==> config.mk <==
export PLATFORM = sky130hd
export DESIGN_NAME = mmio_io_bank
export DESIGN_NICKNAME = d
export VERILOG_FILES = /design/src/rtl/mmio_io_bank.sv
export SDC_FILE = /design/constraint.sdc
export NUM_CORES = 1
export LEC_CHECK = 0
export BUFFER_PORTS_ARGS = -buffer_cell sky130_fd_sc_hd__buf_4
export CORE_AREA = 2 2 103 115
export DETAILED_ROUTE_END_ITERATION = 16
export DIE_AREA = 0 0 105 117
export MAX_ROUTING_LAYER = met4
export PLACE_DENSITY = 0.66
export SYNTH_ARGS = -nofsm -noshare
export SYNTH_HDL_FRONTEND = slang
export SYNTH_SLANG_ARGS = --single-unit
==> constraint.sdc <==
create_clock -name clk -period 6.2 [get_ports clk]
set_input_delay 0.62 -clock clk [delete_from_list [all_inputs] [get_ports clk]]
set_output_delay 0.62 -clock clk [all_outputs]
set_load 0.02 [all_outputs]
==> src/rtl/mmio_io_bank.sv <==
// mmio_io_bank: memory-mapped I/O peripheral for the CPU data bus.
// Provides synchronised input channels, writable output registers, sticky
// per-channel change flags with an interrupt mask, and a change-event counter.
// Reads are combinational from registered state (zero-latency loads).
module mmio_io_bank #(
  parameter int          IN_CH       = 2,
  parameter int          IN_W        = 8,
  parameter int          OUT_CH      = 1,
  parameter int          OUT_W       = 16,
  parameter int          SYNC_STAGES = 2,
  parameter logic [31:0] BASE_ADDR   = 32'h0000_1000
) (
  input  logic                    clk,
  input  logic                    resetn,
  input  logic                    we,
  input  logic [31:0]             addr,
  input  logic [31:0]             wdata,
  output logic [31:0]             rdata,
  input  logic [IN_CH*IN_W-1:0]   in_data,
  output logic [OUT_CH*OUT_W-1:0] out_data,
  output logic                    irq
);

  // Word indices (addr[7:2]) of the register map.
  localparam logic [5:0] W_OUT_BASE = 6'h10;
  localparam logic [5:0] W_STATUS   = 6'h20;
  localparam logic [5:0] W_IRQ_EN   = 6'h21;
  localparam logic [5:0] W_CHG_CNT  = 6'h22;

  logic                                 hit;
  logic [5:0]                           word;
  logic                                 wr;
  logic [SYNC_STAGES-1:0][IN_CH*IN_W-1:0] sync_q;
  logic [IN_CH-1:0][IN_W-1:0]           sync_val;
  logic [IN_CH-1:0][IN_W-1:0]           prev_q;
  logic [IN_CH-1:0]                     chg;
  logic                                 any_chg;
  logic [IN_CH-1:0]                     status_q;
  logic [IN_CH-1:0]                     status_w1c;
  logic [IN_CH-1:0]                     irq_en_q;
  logic [31:0]                          chg_cnt_q;
  logic                                 cnt_clr;
  logic [OUT_CH-1:0][OUT_W-1:0]         out_q;
  logic                                 unused_bits;

  // Address decode: the block owns one 256-byte window; byte lanes ignored.
  assign hit     = (addr[31:8] == BASE_ADDR[31:8]);
  assign word    = addr[7:2];
  assign wr      = we & hit;
  assign cnt_clr = wr && (word == W_CHG_CNT);

  // Only the low bits of wdata and the word part of addr carry meaning.
  assign unused_bits = ^{addr[1:0], wdata};

  assign sync_val = sync_q[SYNC_STAGES-1];
  assign out_data = out_q;

  // Per-channel change detect: synchronised value differs from last cycle's.
  always_comb begin
    // NOTE: every always_comb output gets a default first so no path can
    // leave it unassigned and infer a latch.
    chg = '0;
    for (int i = 0; i < IN_CH; i++) begin
      chg[i] = (sync_val[i] != prev_q[i]);
    end
  end

  assign any_chg = |chg;

  // Write-1-to-clear mask for STATUS, only when STATUS itself is addressed.
  always_comb begin
    status_w1c = '0;
    if (wr && (word == W_STATUS)) begin
      status_w1c = wdata[IN_CH-1:0];
    end
  end

  // Input synchroniser chain plus previous-value register.
  always_ff @(posedge clk or negedge resetn) begin
    if (!resetn) begin
      // NOTE: the synchroniser flops are reset too, so pending input
      // samples are discarded and nonzero inputs register as a change later.
      sync_q <= '0;
      prev_q <= '0;
    end else begin
      // NOTE: sequential state uses non-blocking assignment so every stage
      // samples the pre-edge value of the stage before it.
      sync_q[0] <= in_data;
      for (int s = 1; s < SYNC_STAGES; s++) begin
        sync_q[s] <= sync_q[s-1];
      end
      prev_q <= sync_val;
    end
  end

  // Sticky change flags: a new change in the same cycle beats the clear.
  always_ff @(posedge clk or negedge resetn) begin
    if (!resetn) begin
      status_q <= '0;
    end else begin
      status_q <= (status_q & ~status_w1c) | chg;
    end
  end

  // Interrupt mask register.
  always_ff @(posedge clk or negedge resetn) begin
    if (!resetn) begin
      irq_en_q <= '0;
    end else if (wr && (word == W_IRQ_EN)) begin
      irq_en_q <= wdata[IN_CH-1:0];
    end
  end

  // Change-event counter: one count per cycle with any change; a write
  // clears it, and a change in that same cycle leaves it at 1.
  always_ff @(posedge clk or negedge resetn) begin
    if (!resetn) begin
      chg_cnt_q <= '0;
    end else if (cnt_clr) begin
      chg_cnt_q <= {31'b0, any_chg};
    end else if (any_chg) begin
      chg_cnt_q <= chg_cnt_q + 32'd1;
    end
  end

  // Output registers, loaded from the low OUT_W bits of the bus write.
  always_ff @(posedge clk or negedge resetn) begin
    if (!resetn) begin
      out_q <= '0;
    end else begin
      for (int j = 0; j < OUT_CH; j++) begin
        if (wr && (word == W_OUT_BASE + 6'(j))) begin
          out_q[j] <= wdata[OUT_W-1:0];
        end
      end
    end
  end

  // Registered interrupt from the current flags and mask, so it follows
  // a flag set or clear by one edge.
  always_ff @(posedge clk or negedge resetn) begin
    if (!resetn) begin
      irq <= 1'b0;
    end else begin
      irq <= |(status_q & irq_en_q);
    end
  end

  // Combinational read mux; misses and unmapped offsets read zero.
  always_comb begin
    rdata = '0;
    if (hit) begin
      for (int i = 0; i < IN_CH; i++) begin
        if (word == 6'(i)) rdata = 32'(sync_val[i]);
      end
      for (int j = 0; j < OUT_CH; j++) begin
        if (word == W_OUT_BASE + 6'(j)) rdata = 32'(out_q[j]);
      end
      case (word)
        W_STATUS:  rdata = 32'(status_q);
        W_IRQ_EN:  rdata = 32'(irq_en_q);
        W_CHG_CNT: rdata = chg_cnt_q;
        default:   ;
      endcase
    end
  end

endmodule

==> flow_summary.toml, run 1 <==
[finish]
most-common-layout-cells = "115 x buf_4, 101 x dfrtp_1, 37 x a21oi_1"
fillCellCount = 1050
layout_commonest_cell = "buf_4"
finalNetCount = 604
instances_no_fill = 675
syn_to_final_growth_pct = 27.2
n_antenna_cell = 0
drive_gt1_frac = 0.310

[logic_synthesis]
syn_area_um2 = 4620
yosys.area_share.simple = 0.196
ys.flop_type = "dfrtp_1"
yosysWarnings = 0
synth_top_family_by_area = "simple AND/OR/NAND/NOR gates"
syn_inst = 418
synthAdderAreaFrac = 0.00271
syn_nets = 502
ys_seq_elements = 101
synth_mux_area_frac = 0.0677
synth_compound_area_frac = 0.127
synth.area.top_cells = "dfrtp_1 55%, mux2_2 6.3%, a21oi_1 4.0%"
synth_largest_area_cell = "dfrtp_1"
synth_cell_types = 46
seq_area_frac_synth = 0.547
synthXorXnorAreaFrac = 0.0322
synth_edf_count = 0
yosysTopAreaCellShare = 0.547
avgSynthCellArea_um2 = 11.1
async_flop_share = 1.00

[sta]
rsz0062_at_grt = "no"
final.period_utilization = 0.605
slew_headroom = 0.229
tightest_slew_ns = 1.16
fin_setup_tns_ns = 0
final-setup-viol-count = 0
fmax_ghz = 0.267
final-max-slew-violation-count = 0
min_period_ns = 3.75
hold_viol = 0
fin_worst_skew_ns = 0.00748

[pwr]
worst_ir_drop_vdd_mv = 0.153
power_leakage_nw = 2.59
pwr_density_cell_nw_per_um2 = 236

[place]
dp_hpwl_um = 7910
gp_congestion = 0.803
portBuffers = 113
place_inst = 659

[cts]
clock_path_buffers = 2
hold_buffers = 0
cts_setup_buffers = 0
cts_tree = "done"
cts_root_buf = "clkbuf_16"
cts_buffers = 9
clk_pin_slew_worst_paths_ns = 0.07
clock-sinks = 101
clock_latency_ns = 0.34
cts.htree.levels = 3
cts_resized = 0

[setup_path]
cp_max_fo = 32
reg2reg_slack_ns = 3.62
crit_type = "in -> out"
required_ns = 5.58
cp-end-kind = "primary output"
timing.rr.start = "sync_val[2]"
reg2regPathDepth = 5
rr_endpoint = "chg_cnt_q[28]"
start_kind = "primary input"
cp.arrival_ns = 3.13

[floorplanning]
io_pins = 132
coreArea_um2 = 11200
die_area_um2 = 12300
die_h_um = 117
start_util = 0.413
rows = 41
die_w_um = 105

[worst_hold_path]
hp-class = "in -> async"

[global_routing]
grt_max_degree = 79
grtUsageTotal = 0.189
grt_overflow = 0
grt_pass1_vias = 3624
grt_antenna_before_repair = 0
grt_pass1_wl_um = 17800

[detailed_routing]
drt-total-wl_um = 11200
drc = 0
via_per_inst = 5.55
wire_per_inst_um = 16.6
first_pass_iters = 4
vias = 3747
antenna_left = 0
drt_iter0_drc = 144

[run_status]
status = "complete, no violations"

[flow_run]
cap_violations = 0
## Yosys cell counts (all sizes together) (2+ instances only)
master / n
a221oi: 2
nand4b: 7
nor2: 21
o31ai: 12
o22ai: 2
a22oi: 14
or3: 6
or4b: 4
xor2: 16
mux2i: 2
nor3: 4
dfrtp: 101
and2: 2
nand3: 11
or4: 11
and4: 4
a21o: 2
buf: 3
o21ai: 6
inv: 7
mux2: 26
o41ai: 10
nor2b: 3
a21oi: 37
nor4: 10
and3: 22
nand4: 16
nand2b: 2
nand2: 21
clkbuf: 21
a31oi: 4
## kinds of logic after synthesis
| family | count (synthesis) |
|---|---|
| AOI/OAI and AO/OA | 91 |
| xor gates and xnor gates | 17 |
| adders and majority gates | 1 |
| buffers and inverters | 31 |
| DFF | 101 |
| muxes | 28 |
| and+or+nand+nor | 149 |
## routing by layer
layer	vias to the layer above	track usage	routed length [um]
li1	1787	-	-
met1	1831	0.238	4830
met2	110	0.305	5620
met3	19	0.0327	465
met4	0	0.0809	289
met5	-	-	0
## where the power goes
part | leakage, nW | switching (mW) | internal (mW)
sequential | 1.16 | 0.0308 | 0.689
clock | 0.146 | 0.250 | 0.315
combinational | 1.28 | 0.0526 | 0.0506
total | 2.59 | 0.333 | 1.05
## layout make-up
cell class | count | area (um^2) | area share
Tap cell | 150 | 188 | 0.0319
Inverter | 7 | 26.3 | 0.00447
Timing Repair Buffer | 115 | 863 | 0.147
Clock inverter | 7 | 73.8 | 0.0126
Sequential cell | 101 | 2530 | 0.430
Clock buffer | 9 | 225 | 0.0383
Multi-Input combinational cell | 286 | 1970 | 0.335
## state kept, by name, summed over array words and instances, names as in the netlist
signal,count
sync_val,16
irq,1
irq_en_q,2
out_data,16
chg_cnt_q,32
status_q,2
sync_q,16
prev_q,16
## worst max-delay path by stage
| stage | startpoint | endpoint | slack [ns] |
|---|---|---|---|
| floorplan | addr[6] | rdata[10] | 3.30 |
| global placement | addr[6] | chg_cnt_q[1] | 2.41 |
| detailed placement | addr[6] | chg_cnt_q[28] | 2.33 |
| CTS | addr[6] | rdata[8] | 2.45 |
| global route | addr[6] | rdata[8] | 2.26 |
| finish | addr[6] | rdata[8] | 2.45 |
## critical path, cell delays in order
cell	delay [ns]
buf_4	0.12
nor4b_1	0.83
and3b_1	0.96
a22oi_1	0.22
nor2_1	0.19
buf_4	0.17
## through the flow
step | power [mW] | instance area, um^2 | hold slack, ns | worst slack (ns) | util
floorplan | 0.772 | 4620 | 0.324 | 3.30 | -
global placement | 0.833 | 5580 | 0.332 | 2.41 | 0.499
detailed placement | 0.838 | 5580 | 0.335 | 2.33 | 0.499
CTS | 1.40 | 5870 | 0.172 | 2.45 | 0.525
global route | 1.45 | 5870 | 0.182 | 2.26 | 0.525
finish | 1.39 | 5870 | 0.167 | 2.45 | 0.525
Note: power is estimated with default switching activity, not from simulation.
==> run 2: changes to the inputs <==
- PLACE_DENSITY: 0.66 -> 0.69
- clock period: 6.2 -> 3.25 ns (I/O delays scaled with it)
==> run 2 against run 1 <==
Global-route usage is 0.34 points higher. Total power is 98% higher. Clock-buffer cell count is 3 higher. Combinational power is 96% higher. Critical path type is now reg -> reg. Die area stayed put. Clock power is 110% higher. Worst setup slack worse by 1.6 ns. Highest routed layer unchanged. Register-to-register slack worse by 2.8 ns. First-iteration DRC count is 8.3% higher. Clock skew is 0.0025 ns higher.
==> flow_summary.toml, run 2 (synthesized netlist as in run 1, its figures left out) <==
[cts]
cts_buffers = 9
clock_path_buffers = 2
cts_root_buf = "clkbuf_16"
cts_setup_buffers = 0
clock-sinks = 101
cts_resized = 0
clk_pin_slew_worst_paths_ns = 0.07
clock_latency_ns = 0.35
cts.htree.levels = 3
cts_tree = "done"
hold_buffers = 0

[finish]
layout_commonest_cell = "buf_4"
drive_gt1_frac = 0.319
most-common-layout-cells = "123 x buf_4, 101 x dfrtp_1, 37 x a21oi_1"
largest_reg_flops = 32
n_antenna_cell = 0
finalNetCount = 612
max_flop_register = "chg_cnt_q"
syn_to_final_growth_pct = 29.2

[sta]
rsz0062_at_grt = "no"
fmax_ghz = 0.414
hold_viol = 0
tightest_slew_ns = 0.681
fin_worst_skew_ns = 0.00995
final-max-slew-violation-count = 0
fin_setup_tns_ns = 0
setup_slack_ns = 0.833
final.period_utilization = 0.744
min_period_ns = 2.42
final-setup-viol-count = 0
slew_headroom = 0.546

[place]
dp_slack_ns = 0.853
dp_hpwl_um = 7960
gp_congestion = 0.809
portBuffers = 113

[global_routing]
grt_pass1_vias = 3702
grt_max_degree = 53
grt_antenna_before_repair = 0
grt_pass1_wl_um = 18200
grtUsageTotal = 0.192
grt_overflow = 0

[detailed_routing]
antenna_left = 0
via_per_inst = 5.54
first_pass_iters = 4
vias = 3786
drc = 0
drt_iter0_drc = 156
wire_per_inst_um = 16.5
drt-total-wl_um = 11300

[setup_path]
required_ns = 3.52
crit_family = "simple AND/OR/NAND/NOR gates"
cp_max_fo = 9
start_kind = "flip-flop"
crit_type = "reg -> reg"
cp.arrival_ns = 2.69
cp-end-kind = "flip-flop"
path_cells = "nand4_2 > or4_4 > nor3_2 > or4b_1 > a21oi_1"
critPathMaxStageDelay_ns = 0.63
worst-path-buf-inv = 0
cpMaxStageDelayCell = "or4_4"

[floorplanning]
start_util = 0.413
die_h_um = 117
die_area_um2 = 12300
die_w_um = 105
coreArea_um2 = 11200
rows = 41
io_pins = 132

[worst_hold_path]
hp-class = "in -> async"

[pwr]
power_leakage_nw = 2.64
pwr_density_cell_nw_per_um2 = 461
worst_ir_drop_vdd_mv = 0.382

[flow_run]
cap_violations = 0

[run_status]
status = "complete, no violations"
## run 2: cell types whose count changed in the layout (fill, tap and decap cells not counted), sizes merged
cell	before	now
buf	115	123
bufinv	1	2
clkbuf	9	12
clkinv	3	1
clkinvlp	1	0
inv	9	8
## run 2: worst paths after layout
| check | from | end | slack (ns) | depth (start not counted) |
|---|---|---|---|---|
| min in group clk | in_data[6] | sync_q[6] | 0.08 | 1 |
| setup reg to reg | chg_cnt_q[12] | chg_cnt_q[30] | 0.83 | 5 |
| max in group asynchronous | resetn | chg_cnt_q[29] | 2.39 | 2 |
| setup / recovery | chg_cnt_q[12] | chg_cnt_q[30] | 0.83 | 5 |
| hold / removal | resetn | chg_cnt_q[26] | 0.008 | 1 |
| hold reg to reg | sync_q[3] | sync_val[3] | 0.35 | 0 |
## run 2: layer usage
metal / track usage / share of wire / vias up
met4: 0.0720 / 0.014 / 0
met1: 0.243 / 0.44 / 1885
met2: 0.320 / 0.51 / 84
li1: - / - / 1805
met5: - / 0 / -
met3: 0.0260 / 0.037 / 12
## run 2: area by class of cell
class | instances | area [um^2]
clock buffers | 12 | 256
clock inverters | 4 | 77.6
fillers | 1027 | 5210
inverters | 7 | 26.3
multi-input cells | 286 | 1970
flip-flops and latches | 101 | 2530
well taps | 150 | 188
repair buffers | 123 | 923
## run 2: through the flow
step           utilization  instances  total power [mW]  hold slack [ns]  area (um^2)
2_1_floorplan            -        418              1.47           0.0294         4620
3_3_place_gp         0.504        667              1.59            0.333         5640
3_5_place_dp         0.504        667              1.60            0.335         5640
4_1_cts              0.534        683              2.77           0.0385         5970
5_1_grt              0.534        683              2.86           0.0667         5970
6_report             0.534        683              2.75          0.00778         5970
## run 2: worst reg2reg max path, cell delays in order, from the launching register on
cell,delay [ns]
dfrtp_1,0.47
nand4_2,0.19
or4_4,0.63
nor3_2,0.41
or4b_1,0.49
a21oi_1,0.16
## run 2: where the power goes
part | total (mW) | leakage, nW | switching [mW] | internal (mW)
combinational | 0.202 | 1.32 | 0.104 | 0.0980
clock | 1.17 | 0.163 | 0.453 | 0.721
sequential | 1.38 | 1.16 | 0.0623 | 1.32
total | 2.75 | 2.64 | 0.620 | 2.13
